$ cat config.mk
export PLATFORM = sky130hd
export DESIGN_NAME = div_seq
export DESIGN_NICKNAME = d
export VERILOG_FILES = /design/src/rtl/div_seq.sv
export SDC_FILE = /design/constraint.sdc
export NUM_CORES = 1
export LEC_CHECK = 0
export ABC_AREA = 1
export CORE_AREA = 2 2 75 95
export CTS_CLUSTER_SIZE = 12
export DETAILED_ROUTE_END_ITERATION = 6
export DIE_AREA = 0 0 77 97
export PLACE_DENSITY = 0.68
export REMOVE_ABC_BUFFERS = 1
export SYNTH_ARGS = -nofsm -noshare
export SYNTH_HDL_FRONTEND = slang
export SYNTH_SLANG_ARGS = --single-unit
$ cat constraint.sdc
create_clock -name clock -period 1.54 [get_ports clock]
set_input_delay 0.308 -clock clock [delete_from_list [all_inputs] [get_ports clock]]
set_output_delay 0.308 -clock clock [all_outputs]
set_load 0.1 [all_outputs]
$ cat src/rtl/div_seq.sv
// div_seq: sequential signed divider (restoring algorithm on magnitudes).
//
// A 2*WIDTH-bit signed dividend is divided by a WIDTH-bit signed divisor.
// The quotient truncates toward zero and the remainder takes the sign of the
// dividend. One operation takes 2*WIDTH CALC steps, a FIX step that applies
// the signs and loads the outputs, and a single DONE cycle.
//
// Handshake: start is sampled only while busy=0 (IDLE). The rising edge that
// samples start captures the operands; done pulses high for one cycle exactly
// 2*WIDTH+1 edges later. The results stay valid from done onward until the
// next operation's FIX step or reset. start while busy=1 is dropped.
//
// Ports:
//   clock          rising-edge clock
//   reset          synchronous, active-high
//   start          operation request (sampled in IDLE only)
//   dividend_in    [2*WIDTH-1:0] signed dividend
//   divisor_in     [WIDTH-1:0]   signed divisor
//   quotient_out   [2*WIDTH-1:0] signed quotient (registered)
//   remainder_out  [WIDTH-1:0]   signed remainder (registered)
//   busy           high in every state except IDLE
//   done           one-cycle completion pulse
//   div_zero       divisor was zero (registered with the results)
//   overflow       quotient not representable (registered with the results)
module div_seq #(
    parameter int WIDTH = 4
) (
    input  logic                   clock,
    input  logic                   reset,
    input  logic                   start,
    input  logic [2*WIDTH-1:0]     dividend_in,
    input  logic [WIDTH-1:0]       divisor_in,
    output logic [2*WIDTH-1:0]     quotient_out,
    output logic [WIDTH-1:0]       remainder_out,
    output logic                   busy,
    output logic                   done,
    output logic                   div_zero,
    output logic                   overflow
);

    localparam int W2 = 2 * WIDTH;
    localparam int CW = $clog2(W2) + 1;

    typedef enum logic [1:0] {
        IDLE = 2'd0,
        CALC = 2'd1,
        FIX  = 2'd2,
        DONE = 2'd3
    } state_t;

    state_t state, state_nxt;

    // Shift register: holds the dividend magnitude at capture and collects
    // quotient bits from the right as the steps proceed.
    logic [W2-1:0]    quo_sh;
    logic [WIDTH:0]   prem;      // partial remainder, WIDTH+1 bits
    logic [WIDTH:0]   dvs_mag;   // |divisor| needs WIDTH+1 bits for -2^(WIDTH-1)
    logic             dvd_neg;
    logic             dvs_neg;
    logic             zero_pend;
    logic             ovf_pend;
    logic [CW-1:0]    cnt;

    // Magnitudes computed one bit wider so the most-negative values negate
    // cleanly.
    logic [W2:0]      dvd_ext, dvd_abs;
    logic [WIDTH:0]   dvs_ext, dvs_abs;

    assign dvd_ext = {dividend_in[W2-1], dividend_in};
    assign dvd_abs = dividend_in[W2-1] ? (~dvd_ext + (W2+1)'(1)) : dvd_ext;
    assign dvs_ext = {divisor_in[WIDTH-1], divisor_in};
    assign dvs_abs = divisor_in[WIDTH-1] ? (~dvs_ext + (WIDTH+1)'(1)) : dvs_ext;

    // One restoring step. prem < dvs_mag <= 2^WIDTH, so the shifted value
    // fits in WIDTH+1 bits; one extra bit keeps the compare unambiguous.
    logic [WIDTH+1:0] shifted, step_rem;
    logic             step_ge;

    assign shifted  = {prem, quo_sh[W2-1]};
    assign step_ge  = (shifted >= {1'b0, dvs_mag});
    assign step_rem = step_ge ? (shifted - {1'b0, dvs_mag}) : shifted;

    // Sign correction applied in FIX.
    logic [W2-1:0]    q_fix;
    logic [WIDTH-1:0] r_fix;

    assign q_fix = (dvd_neg ^ dvs_neg) ? (~quo_sh + W2'(1)) : quo_sh;
    assign r_fix = dvd_neg ? (~prem[WIDTH-1:0] + WIDTH'(1)) : prem[WIDTH-1:0];

    // State register.
    always_ff @(posedge clock) begin
        if (reset) state <= IDLE;
        else       state <= state_nxt;
    end

    // Next-state logic.
    always_comb begin
        state_nxt = state;
        case (state)
            IDLE: if (start) state_nxt = CALC;
            CALC: if (cnt == CW'(W2 - 1)) state_nxt = FIX;
            FIX:  state_nxt = DONE;
            DONE: state_nxt = IDLE;
            default: state_nxt = IDLE;
        endcase
    end

    // Output decode.
    always_comb begin
        busy = (state != IDLE);
        done = (state == DONE);
    end

    // Datapath and result registers.
    always_ff @(posedge clock) begin
        if (reset) begin
            quo_sh        <= '0;
            prem          <= '0;
            dvs_mag       <= '0;
            dvd_neg       <= 1'b0;
            dvs_neg       <= 1'b0;
            zero_pend     <= 1'b0;
            ovf_pend      <= 1'b0;
            cnt           <= '0;
            quotient_out  <= '0;
            remainder_out <= '0;
            div_zero      <= 1'b0;
            overflow      <= 1'b0;
        end else begin
            case (state)
                IDLE: begin
                    if (start) begin
                        quo_sh    <= dvd_abs[W2-1:0];
                        dvs_mag   <= dvs_abs;
                        dvd_neg   <= dividend_in[W2-1];
                        dvs_neg   <= divisor_in[WIDTH-1];
                        prem      <= '0;
                        cnt       <= '0;
                        zero_pend <= (divisor_in == '0);
                        // Only -2^(W2-1) / -1 produces an unrepresentable quotient.
                        ovf_pend  <= (dividend_in == {1'b1, {(W2-1){1'b0}}}) &&
                                     (divisor_in == {WIDTH{1'b1}});
                    end
                end
                CALC: begin
                    quo_sh <= {quo_sh[W2-2:0], step_ge};
                    prem   <= step_rem[WIDTH:0];
                    cnt    <= cnt + CW'(1);
                end
                FIX: begin
                    if (zero_pend) begin
                        quotient_out  <= '0;
                        remainder_out <= '0;
                        div_zero      <= 1'b1;
                        overflow      <= 1'b0;
                    end else begin
                        // In the overflow case the magnitude 2^(W2-1) passes
                        // through unnegated and reads back as -2^(W2-1).
                        quotient_out  <= q_fix;
                        remainder_out <= r_fix;
                        div_zero      <= 1'b0;
                        overflow      <= ovf_pend;
                    end
                end
                default: ;
            endcase
        end
    end

endmodule

==> results.cfg <==
[status]
status = finished, violations left
violations = setup timing

[sta]
finalWorstSetupSlack_ps = -20.0
rsz0062_at_grt = yes
hold_viol = 0
fmax_mhz = 641
maxSlewViolCount = 0
slew_headroom_pct = 78.2
fin_skew_ps = 12.6
worstMarginPinSlew_ps = 326
final.min_clock_period_ps = 1560
finalSetupViolCount = 2
post-route-period-util_pct = 101

[layout]
n_antenna_cell = 0
layout-drive-gt1-share_pct = 23.0
multi_input_area_sq_um = 1420
ff_latch_area_sq_um = 848
fin_nets = 438
final_cell_count_no_fill = 495
area_growth_pct = 38.1
fillerInstances = 657

[setup_path]
crit_path_start = quo_sh[7]$_SDFFE_PP0P_
crit_fanout = 6
r2r_slack_ps = -20
crit_type = reg -> reg
critPathCapture = prem[3]$_SDFFE_PP0P_
r2r-end = prem[3]$_SDFFE_PP0P_
cp.arrival_ps = 1800
reg2reg_depth = 11
regToRegStartpoint = quo_sh[7]$_SDFFE_PP0P_
required_ps = 1780
startpoint_type = flop
cp-end-kind = flop

[logic_synthesis]
synth.top_cell.area_share_pct = 34.6
syn_area_sq_um = 2430
ys_seq_elements = 42
yosys.area.top_type = dfxtp_1
synth_warnings = 0
synth.area.top_cells = dfxtp_1, nand2_1, a21oi_1, ha_1, inv_1
synth-seq-area-share_pct = 34.6
synth_cells = 350
ys_types = 36
avgSynthCellArea_sq_um = 6.95

[power]
peakVddDrop_v = 0.00163
intPower_mw = 3.18
p_leak_nw = 1.44
p_seq_share_pct = 25.8
swShare_pct = 48.1
combPwrFrac_pct = 62.2
p_sw_mw = 2.94
power.total_mw = 6.12
powerDensity_nw_per_um2 = 1820
power_frac_clock_pct = 12.0

[placed_design]
io_buffers = 30
preCtsSetupSlack_ps = -144
placed_cells_incl_taps = 486
dp_hpwl_mm = 4.61
gp_congestion = 0.849

[global_route]
track_usage_pct = 16.2
grt_pass1_vias = 2237
grt_pass1_wl_mm = 9.98
overflow = 0
antenna_found_initial = 0
grt_max_degree = 20

[die]
start_util_pct = 37.3
placementRows = 33
core_region_area_sq_um = 6520
die_h_um = 97
io-pin-count = 31
chipWidth_um = 77
die_area_sq_um = 7470

[route]
antenna_left = 0
wl_per_cell_um = 12.0
route.vias.total = 2393
drt_first_iter_violations = 128
drc = 0
wl_mm = 5.93
dr.pass1.iters = 4
vias_per_cell = 4.83

[cts]
clock-sinks = 42
clk_path_buf_depth = 2
hold_buffers = 0
clkLatencyLatePin_ps = 300
cts_tree = built
cts-root-buf = clkbuf_8
path_clk_slew_ps = 90
h-tree-depth = 2
cts_made_buffers = 5

[min_path]
hp-class = reg -> reg

[flow_run]
maxCapViolations = 0
==> worst min path at each step <==
stage                              end                    start  cells after the start
5_1_grt        dvs_mag[4]$_SDFFE_PP0P_  dvs_mag[4]$_SDFFE_PP0P_                      2
2_1_floorplan    ovf_pend$_SDFFE_PP0P_                    reset                      1
4_1_cts        dvs_mag[4]$_SDFFE_PP0P_  dvs_mag[4]$_SDFFE_PP0P_                      2
6_report       dvs_mag[4]$_SDFFE_PP0P_  dvs_mag[4]$_SDFFE_PP0P_                      2
3_3_place_gp   dvs_mag[4]$_SDFFE_PP0P_  dvs_mag[4]$_SDFFE_PP0P_                      2
3_5_place_dp   dvs_mag[4]$_SDFFE_PP0P_  dvs_mag[4]$_SDFFE_PP0P_                      2
==> cell families after synthesis <==
group / share of synthesized area, %
compound gates: 16.9
xor+xnor: 1.44
fa+ha+maj: 8.53
buf+inv: 10.7
flops: 34.6
simple gates: 27.9
==> critical path: stages (launching register included) <==
cell and delay, ps:
dfxtp_2 330, inv_2 70, ha_4 120, inv_2 40
fa_2 340, nand2_2 80, nand2_2 70, nand3_4 100
nand2_4 80, nand2_1 80, nand3_2 60, a21oi_2 120
==> cell usage after synthesis <==
cell type / instances
nand2_1: 79
a21oi_1: 44
dfxtp_1: 42
inv_1: 42
nand3_1: 31
nor2_1: 23
o21ai_0: 17
ha_1: 15
nor3_1: 6
buf_6: 4
inv_2: 4
nand2_2: 4
o211ai_1: 4
buf_2: 3
nand4_1: 3
o21ai_1: 3
and3_1: 2
buf_1: 2
clkbuf_1: 2
o22ai_1: 2
xnor2_1: 2
xor2_1: 2
a21oi_2: 1
a22oi_1: 1
buf_4: 1
fa_1: 1
inv_4: 1
nand3_2: 1
nand3b_1: 1
nor2_4: 1
nor3_2: 1
o21a_1: 1
o21ai_4: 1
o31ai_1: 1
or2_1: 1
or2_4: 1
==> stage by stage <==
step	utilization (%)	setup TNS [ps]	area, sq um	hold WS, ps
3_3_place_gp	48.5	-440	3170	436
5_1_grt	51.5	-571	3360	482
4_1_cts	50.7	-135	3310	453
2_1_floorplan	-	-560	2350	370
6_report	51.5	-37.4	3360	446
3_5_place_dp	48.5	-1040	3170	440
==> routing by layer <==
| layer | up-vias | GRT usage, % | share of wire (%) |
|---|---|---|---|
| met5 | - | 0 | 0 |
| met4 | 0 | 5.49 | 1.9 |
| met3 | 9 | 2.52 | 2.8 |
| met2 | 51 | 28.9 | 52 |
| met1 | 1075 | 19.6 | 43 |
| li1 | 1258 | - | - |
==> sequential cells by signal, indices dropped and copies added, names as in the netlist, 2 cells and up <==
signal         flops
cnt                4
remainder_out      4
prem               5
state              2
dvs_mag            5
quo_sh             8
quotient_out       8
==> final cells by class <==
cell class,count,share of cell area (%)
Clock buffer,5,2.05
Clock inverter,3,0.744
Inverter,47,5.32
Multi-Input combinational cell,249,42.1
Sequential cell,42,25.2
Tap cell,87,3.24
Timing Repair Buffer,62,21.3
==> power groups by stage <==
stage               logic, mW  clock network, mW  registers (mW)
global placement         3.38                  0            1.57
CTS                      3.64              0.748            1.57
floorplan                2.04                  0            1.79
detailed placement       3.46                  0            1.58
finish                   3.80              0.735            1.58
global route             4.21              0.793            1.61
==> timing repair <==
item	4_1_cts	5_1_grt
buffers inserted	0	1
endpoints found under the setup margin	8	30
pin swaps	6	4
gates resized for setup	14	16
gates cloned	0	0
hold endpoints to repair	0	0
==> placed cells by master, fill, tap and decap left out, drive strengths merged, types with 2 or more instances in the layout <==
master | netlist | final
buf | 10 | 48
nand2 | 83 | 83
clkbuf | 2 | 5
clkdlybuf4s50 | 0 | 14
o211ai | 4 | 4
nand3 | 32 | 32
nor3 | 7 | 7
inv | 47 | 48
or2 | 2 | 2
ha | 15 | 15
a21oi | 45 | 45
dfxtp | 42 | 42
nor2 | 24 | 24
xor2 | 2 | 2
nand4 | 3 | 3
and3 | 2 | 2
xnor2 | 2 | 2
o21ai | 21 | 21
o22ai | 2 | 2
Power figures use the tool's default switching activity.
